## src/rtl/opfetch_pkg.sv

```systemverilog
// Shared definitions for the operand-fetch slice.
//   DW_DEF / AW_DEF : default data and register-index widths
//   REG_ZERO        : index of the hard-wired zero register
//   src_sel_e       : where an operand is taken from
//   pick_src        : source selection for one operand
package opfetch_pkg;

  localparam int unsigned DW_DEF   = 32;
  localparam int unsigned AW_DEF   = 5;
  localparam int unsigned REG_ZERO = 0;

  typedef enum logic [1:0] {
    SRC_ZERO   = 2'd0,
    SRC_BYPASS = 2'd1,
    SRC_RF     = 2'd2
  } src_sel_e;

  // r0 takes priority over a bypass hit so a writeback to r0 never leaks through.
  function automatic src_sel_e pick_src(input logic is_zero, input logic wb_hit);
    if (is_zero) begin
      return SRC_ZERO;
    end else if (wb_hit) begin
      return SRC_BYPASS;
    end else begin
      return SRC_RF;
    end
  endfunction

endpackage

```

## src/rtl/reg_scoreboard.sv

```systemverilog
// Pending-write scoreboard: one bit per architectural register.
//   clk, rst            : clock, async active-high reset (clears all bits)
//   i_clr, i_clr_idx    : writeback retires the pending write to i_clr_idx
//   i_set, i_set_idx    : an accepted instruction will write i_set_idx
//   i_rs1, i_rs2, i_rd  : lookup indices
//   o_pend_rs1/rs2/rd   : pending state of each lookup index, already
//                         discounting a same-cycle clear of that index
module reg_scoreboard
  import opfetch_pkg::*;
#(
  parameter int unsigned AW = AW_DEF
) (
  input  logic          clk,
  input  logic          rst,
  input  logic          i_clr,
  input  logic [AW-1:0] i_clr_idx,
  input  logic          i_set,
  input  logic [AW-1:0] i_set_idx,
  input  logic [AW-1:0] i_rs1,
  input  logic [AW-1:0] i_rs2,
  input  logic [AW-1:0] i_rd,
  output logic          o_pend_rs1,
  output logic          o_pend_rs2,
  output logic          o_pend_rd
);

  localparam int unsigned NREG = 2 ** AW;

  logic [NREG-1:0] r_pend;
  logic [NREG-1:0] w_pend_nxt;

  // Clear first, then set: a new writer issued in the same cycle as the
  // retiring write to the same index keeps the bit set.
  always_comb begin
    w_pend_nxt = r_pend;
    if (i_clr) begin
      w_pend_nxt[i_clr_idx] = 1'b0;
    end
    if (i_set && (i_set_idx != AW'(REG_ZERO))) begin
      w_pend_nxt[i_set_idx] = 1'b1;
    end
    w_pend_nxt[REG_ZERO] = 1'b0;
  end

  always_ff @(posedge clk or posedge rst) begin
    if (rst) begin
      r_pend <= '0;
    end else begin
      r_pend <= w_pend_nxt;
    end
  end

  always_comb begin
    o_pend_rs1 = r_pend[i_rs1] && !(i_clr && (i_clr_idx == i_rs1));
    o_pend_rs2 = r_pend[i_rs2] && !(i_clr && (i_clr_idx == i_rs2));
    o_pend_rd  = r_pend[i_rd]  && !(i_clr && (i_clr_idx == i_rd));
  end

endmodule

```

## src/rtl/operand_fetch.sv

```systemverilog
// Operand fetch stage between decode and execute.
//   in_*      : decoded instruction handshake (rs1, rs2, rd, wr_en)
//   sel_o1/2  : register-file read selects (combinational from in_rs1/2)
//   Op1/Op2   : register-file read data
//   wb_*      : snooped register-file write port
//   out_*     : registered operands + rd/wr_en to execute (1-cycle latency)
// RAW/WAW hazards against pending writes stall in_ready; a writeback in the
// same cycle resolves the hazard and is bypassed into the operand.
module operand_fetch
  import opfetch_pkg::*;
#(
  parameter int unsigned DW = DW_DEF,
  parameter int unsigned AW = AW_DEF
) (
  input  logic          clk,
  input  logic          rst,
  input  logic          in_valid,
  output logic          in_ready,
  input  logic [AW-1:0] in_rs1,
  input  logic [AW-1:0] in_rs2,
  input  logic [AW-1:0] in_rd,
  input  logic          in_wr_en,
  output logic [AW-1:0] sel_o1,
  output logic [AW-1:0] sel_o2,
  input  logic [DW-1:0] Op1,
  input  logic [DW-1:0] Op2,
  input  logic          wb_valid,
  input  logic [AW-1:0] wb_sel,
  input  logic [DW-1:0] wb_data,
  output logic          out_valid,
  input  logic          out_ready,
  output logic [DW-1:0] out_a,
  output logic [DW-1:0] out_b,
  output logic [AW-1:0] out_rd,
  output logic          out_wr_en
);

  logic          w_pend_rs1;
  logic          w_pend_rs2;
  logic          w_pend_rd;
  logic          w_rd_nonzero;
  logic          w_hazard;
  logic          w_accept;
  src_sel_e      w_src1;
  src_sel_e      w_src2;
  logic [DW-1:0] w_opa;
  logic [DW-1:0] w_opb;

  logic          r_valid;
  logic [DW-1:0] r_a;
  logic [DW-1:0] r_b;
  logic [AW-1:0] r_rd;
  logic          r_wr_en;

  reg_scoreboard #(
    .AW (AW)
  ) u_sb (
    .clk        (clk),
    .rst        (rst),
    .i_clr      (wb_valid),
    .i_clr_idx  (wb_sel),
    .i_set      (w_accept && in_wr_en),
    .i_set_idx  (in_rd),
    .i_rs1      (in_rs1),
    .i_rs2      (in_rs2),
    .i_rd       (in_rd),
    .o_pend_rs1 (w_pend_rs1),
    .o_pend_rs2 (w_pend_rs2),
    .o_pend_rd  (w_pend_rd)
  );

  assign sel_o1 = in_rs1;
  assign sel_o2 = in_rs2;

  always_comb begin
    w_rd_nonzero = (in_rd != AW'(REG_ZERO));
    w_hazard     = in_valid && (w_pend_rs1 || w_pend_rs2
                                || (in_wr_en && w_rd_nonzero && w_pend_rd));
    in_ready     = !w_hazard && (!r_valid || out_ready);
    w_accept     = in_valid && in_ready;
  end

  always_comb begin
    w_src1 = pick_src(in_rs1 == AW'(REG_ZERO), wb_valid && (wb_sel == in_rs1));
    w_src2 = pick_src(in_rs2 == AW'(REG_ZERO), wb_valid && (wb_sel == in_rs2));
    w_opa  = '0;
    w_opb  = '0;
    case (w_src1)
      SRC_BYPASS: w_opa = wb_data;
      SRC_RF:     w_opa = Op1;
      default:    w_opa = '0;
    endcase
    case (w_src2)
      SRC_BYPASS: w_opb = wb_data;
      SRC_RF:     w_opb = Op2;
      default:    w_opb = '0;
    endcase
  end

  always_ff @(posedge clk or posedge rst) begin
    if (rst) begin
      r_valid <= 1'b0;
      r_a     <= '0;
      r_b     <= '0;
      r_rd    <= '0;
      r_wr_en <= 1'b0;
    end else if (w_accept) begin
      r_valid <= 1'b1;
      r_a     <= w_opa;
      r_b     <= w_opb;
      r_rd    <= in_rd;
      r_wr_en <= in_wr_en;
    end else if (out_ready) begin
      r_valid <= 1'b0;
    end
  end

  assign out_valid = r_valid;
  assign out_a     = r_a;
  assign out_b     = r_b;
  assign out_rd    = r_rd;
  assign out_wr_en = r_wr_en;

endmodule
```

## config.mk

```make
export PLATFORM = sky130hd
export DESIGN_NAME = operand_fetch
export DESIGN_NICKNAME = d
export VERILOG_FILES = /design/src/rtl/opfetch_pkg.sv /design/src/rtl/reg_scoreboard.sv /design/src/rtl/operand_fetch.sv
export SDC_FILE = /design/constraint.sdc
export NUM_CORES = 1
export LEC_CHECK = 0
export BUFFER_PORTS_ARGS = -buffer_cell sky130_fd_sc_hd__buf_2
export CAP_MARGIN = 20
export CELL_PAD_IN_SITES_DETAIL_PLACEMENT = 1
export CELL_PAD_IN_SITES_GLOBAL_PLACEMENT = 1
export CORE_MARGIN = 3
export CORE_UTILIZATION = 39
export CTS_BUF_LIST = sky130_fd_sc_hd__clkbuf_16
export CTS_CLUSTER_DIAMETER = 40
export DETAILED_ROUTE_END_ITERATION = 8
export HOLD_SLACK_MARGIN = 0.02
export PLACE_DENSITY_LB_ADDON = 0.1
export SYNTH_ARGS = -nofsm -noshare
export SYNTH_HDL_FRONTEND = slang
export SYNTH_HIERARCHICAL = 1
export SYNTH_SLANG_ARGS = --single-unit
```

## constraint.sdc

```tcl
create_clock -name clk -period 4.55 [get_ports clk]
set_input_delay 0.455 -clock clk [delete_from_list [all_inputs] [get_ports clk]]
set_output_delay 0.455 -clock clk [all_outputs]
set_load 0.02 [all_outputs]
```

==> impl_metrics.prom <==
# TYPE chip_impl_metric gauge
chip_impl_info{name="outcome",value="completed"} 1
chip_impl_metric{name="route.final.wire_length",unit="µm"} 25280
chip_impl_info{name="timing.setup.critical_path_class",value="reg -> out"} 1
chip_impl_metric{name="timing.final.crit_share",unit="%"} 85.62
chip_impl_metric{name="via_count",unit=""} 6581
chip_impl_metric{name="htree_levels",unit=""} 3
chip_impl_metric{name="tightest_slew",unit="ns"} 0.7278
chip_impl_metric{name="ctsResizeCount",unit=""} 0
chip_impl_info{name="worst_hold_path_type",value="in -> async"} 1
chip_impl_metric{name="boundaryPins",unit=""} 204
chip_impl_metric{name="drc",unit=""} 0
chip_impl_metric{name="timing.fmax",unit="MHz"} 256.7
chip_impl_metric{name="setup-tns-final",unit="ns"} 0
chip_impl_metric{name="die_area",unit="mm²"} 0.01837
chip_impl_metric{name="antenna-diode-count",unit=""} 0
chip_impl_metric{name="final_layout_size_suffix_gt1_share",unit="%"} 30.42
chip_impl_metric{name="async_flop_share",unit="%"} 100.0
chip_impl_metric{name="synth.avg_cell_area",unit="µm²"} 9.525
chip_impl_metric{name="ant_nets",unit=""} 0
chip_impl_metric{name="grt_max_degree",unit=""} 68
chip_impl_metric{name="rows",unit=""} 46
chip_impl_metric{name="synthesis.nets",unit=""} 809
chip_impl_metric{name="clock-sinks",unit=""} 102
chip_impl_metric{name="finalHoldViolations",unit=""} 0
chip_impl_metric{name="post_synth_num_cell_types",unit=""} 42
chip_impl_metric{name="standby_leakage_power",unit="nW"} 3.238
chip_impl_metric{name="drv_cap",unit=""} 0
chip_impl_metric{name="grt_remaining_overflow",unit=""} 0
chip_impl_metric{name="fin_skew",unit="ns"} 0.009347
chip_impl_metric{name="core_area",unit="mm²"} 0.01617
chip_impl_metric{name="setup_repair_bufs_after_cts",unit=""} 0
chip_impl_info{name="synth_top_flop_cell",value="sky130_fd_sc_hd__dfrtp_1"} 1
chip_impl_metric{name="drt-vias-per-instance",unit=""} 6.262
chip_impl_metric{name="place_congestion",unit=""} 0.8819
chip_impl_metric{name="first_pass_iters",unit=""} 5
chip_impl_metric{name="start_util",unit="%"} 40.46
chip_impl_metric{name="die_span_in_x",unit="µm"} 135.5
chip_impl_metric{name="layout.nets",unit=""} 952
chip_impl_metric{name="die_y",unit="µm"} 135.5
chip_impl_metric{name="place.detailed.hpwl",unit="µm"} 17550
chip_impl_metric{name="ctsHoldBuffers",unit=""} 0
chip_impl_metric{name="drtIter0Drc",unit=""} 514
chip_impl_metric{name="via_count_of_the_first_global_routing_pass",unit=""} 6844
chip_impl_metric{name="initial_antenna_violation_count",unit=""} 0
chip_impl_info{name="tritoncts",value="built"} 1
chip_impl_info{name="critPathLaunchType",value="flop"} 1
chip_impl_metric{name="ir_drop",unit="mV"} 0.1993
chip_impl_metric{name="flow.area_growth_from_synthesis",unit="%"} 20.40
chip_impl_metric{name="worstPathRequired",unit="ns"} 4.09
chip_impl_info{name="cts.root.buffer_cell",value="sky130_fd_sc_hd__clkbuf_16"} 1
chip_impl_metric{name="grt_usage",unit="%"} 26.91
chip_impl_metric{name="insertion_delay",unit="ns"} 0.36
chip_impl_metric{name="dp_slack",unit="ns"} 0.5864
chip_impl_metric{name="sequential_area_share_after_synthesis",unit="%"} 39.01
chip_impl_metric{name="io_buffer_count",unit=""} 203
chip_impl_metric{name="syn-instance-count",unit=""} 687
chip_impl_info{name="setup_repair_after_global_routing_missed_its_margin",value="no"} 1
chip_impl_metric{name="final-setup-viol-count",unit=""} 0
chip_impl_metric{name="setup_ws",unit="ns"} 0.6542
chip_impl_metric{name="power_density",unit="mW/mm²"} 425.2
chip_impl_metric{name="cts.path.max_buffers",unit=""} 2
chip_impl_metric{name="critical_path_arrival",unit="ns"} 3.44
chip_impl_metric{name="syn-cell-area",unit="mm²"} 0.006544
chip_impl_metric{name="cts_buffers",unit=""} 9
chip_impl_metric{name="ys_seq_elements",unit=""} 102
chip_impl_metric{name="yosys_warnings",unit=""} 6
chip_impl_metric{name="critPathMaxFanout",unit=""} 31
chip_impl_metric{name="grt_pass1_wl",unit="µm"} 38940
chip_impl_metric{name="slew-limit-headroom",unit="%"} 50.23
chip_impl_info{name="worst_setup_path_end_kind",value="output port"} 1
chip_impl_metric{name="clk_transition_reported_paths",unit="ns"} 0.07
chip_impl_metric{name="finalWorstPathRequiredPeriod",unit="ns"} 3.896
chip_impl_metric{name="synth-edff-count",unit=""} 0
chip_impl_metric{name="final-max-slew-violation-count",unit=""} 0
chip_impl_metric{name="wire_per_inst",unit="µm"} 24.05
-- synthesized netlist by cell type, types with 6 or more instances --
cell type | instances | share of area [%]
sky130_fd_sc_hd__xnor2_1 | 12 | 1.6
sky130_fd_sc_hd__a311oi_1 | 64 | 8.6
sky130_fd_sc_hd__xor2_1 | 13 | 1.7
sky130_fd_sc_hd__buf_2 | 16 | 1.2
sky130_fd_sc_hd__mux4_2 | 7 | 2.4
sky130_fd_sc_hd__buf_4 | 19 | 2.2
sky130_fd_sc_hd__dfrtp_1 | 102 | 39
sky130_fd_sc_hd__nand4_1 | 34 | 3.3
sky130_fd_sc_hd__mux4_1 | 14 | 5.6
sky130_fd_sc_hd__nand3b_1 | 15 | 1.7
sky130_fd_sc_hd__nand3_1 | 8 | 0.61
sky130_fd_sc_hd__o21ai_0 | 106 | 8.1
sky130_fd_sc_hd__clkbuf_1 | 47 | 2.7
sky130_fd_sc_hd__o21ai_1 | 20 | 1.5
sky130_fd_sc_hd__or3_1 | 34 | 3.3
sky130_fd_sc_hd__mux2i_1 | 9 | 1.4
sky130_fd_sc_hd__buf_6 | 6 | 1.0
sky130_fd_sc_hd__nand2_1 | 41 | 2.4
sky130_fd_sc_hd__a21oi_1 | 64 | 4.9
-- worst max-delay path, stage by stage (launching register included) --
cell                        delay [ns]
sky130_fd_sc_hd__dfrtp_1          0.45
sky130_fd_sc_hd__mux2_1           0.31
sky130_fd_sc_hd__a2111oi_0        0.42
sky130_fd_sc_hd__a2111oi_0        0.14
sky130_fd_sc_hd__o21a_1           0.22
sky130_fd_sc_hd__or4_4            0.52
sky130_fd_sc_hd__o41ai_4          0.28
sky130_fd_sc_hd__buf_4            0.42
sky130_fd_sc_hd__o21a_1           0.15
sky130_fd_sc_hd__buf_2            0.16
-- flip-flops by register name, indices dropped and copies added (netlist names) --
signal / cells
out_rd: 5
out_valid: 1
out_wr_en: 1
u_sb/r_pend: 31
out_b: 32
out_a: 32
-- metrics by stage --
step                      power (mW)  hold WS, ns  cells  area [µm²]  util [%]
after CTS                      3.361      0.09650   1049        7836     48.45
after floorplan                2.039       0.4808    687        6544         -
after detailed placement       2.501       0.4784   1033        7516     46.47
after global routing           3.524       0.1196   1051        7879     48.72
after global placement         2.449       0.4638   1032        7488     46.30
final                          3.350      0.09943   1051        7879     48.72
-- where the power goes --
part           internal, mW  switching [mW]
sequential             1.14           0.160
combinational         0.440           0.758
clock                 0.486           0.369
-- final timing paths --
| path | start | end | slack, ns | cells after the start |
|---|---|---|---|---|
| worst max-delay path | u_sb/r_pend[3] | in_ready | 0.65 | 9 |
| worst min-delay path | rst | u_sb/r_pend[13] | 0.1 | 2 |
| worst max register to register | u_sb/r_pend[3] | out_b[24] | 0.90 | 10 |
| worst min register to register | out_rd[2] | out_rd[2] | 0.50 | 1 |
| max in group asynchronous | rst | out_a[6] | 3.32 | 3 |
| min in group clk | Op2[17] | out_b[17] | 0.37 | 3 |
-- metal layers --
layer / track usage (%) / wire [µm] / up-vias
li1: - / - / 2938
met1: 35.57 / 10990 / 3389
met2: 46.90 / 12580 / 229
met3: 3.269 / 1381 / 25
met4: 7.111 / 327 / 0
met5: 0 / 0 / -
-- cell families after synthesis --
kind of cell / count (synthesis) / synth area share, %
flip-flops: 102 / 39.01
buffers and inverters: 94 / 7.495
XOR/XNOR: 25 / 3.346
AO/OA/AOI/OAI: 268 / 25.20
multiplexers: 37 / 10.61
AND/OR/NAND/NOR: 161 / 14.34
-- placed cells by master (no fill, tap or decap), drive strengths merged, types with 2 or more instances in the layout --
master and n:
nor2 5, dfrtp 102, a311oi 64, and3b 2, nand2 41, bufinv 2, and2 3, nor3b 2
or3 34, a41oi 2, a21oi 64, xor2 13, o21a 3, nand3b 15, clkbuf 9, nor4 5
mux4 21, nand4 34, nand3 8, inv 9, and4b 2, or3b 5, nand2b 2, a2111oi 4
mux2i 9, o21ai 126, buf 221, xnor2 12, mux2 7
-- cell type report --
class,count,area (µm²)
clock buffers,9,225.2
clock inverters,7,95.09
fillers,1921,8294
inverters,5,18.77
multi-input cells,491,3518
flip-flops and latches,102,2552
well taps,216,270.3
repair buffers,221,1199
Note: power is estimated with default switching activity, not from simulation.
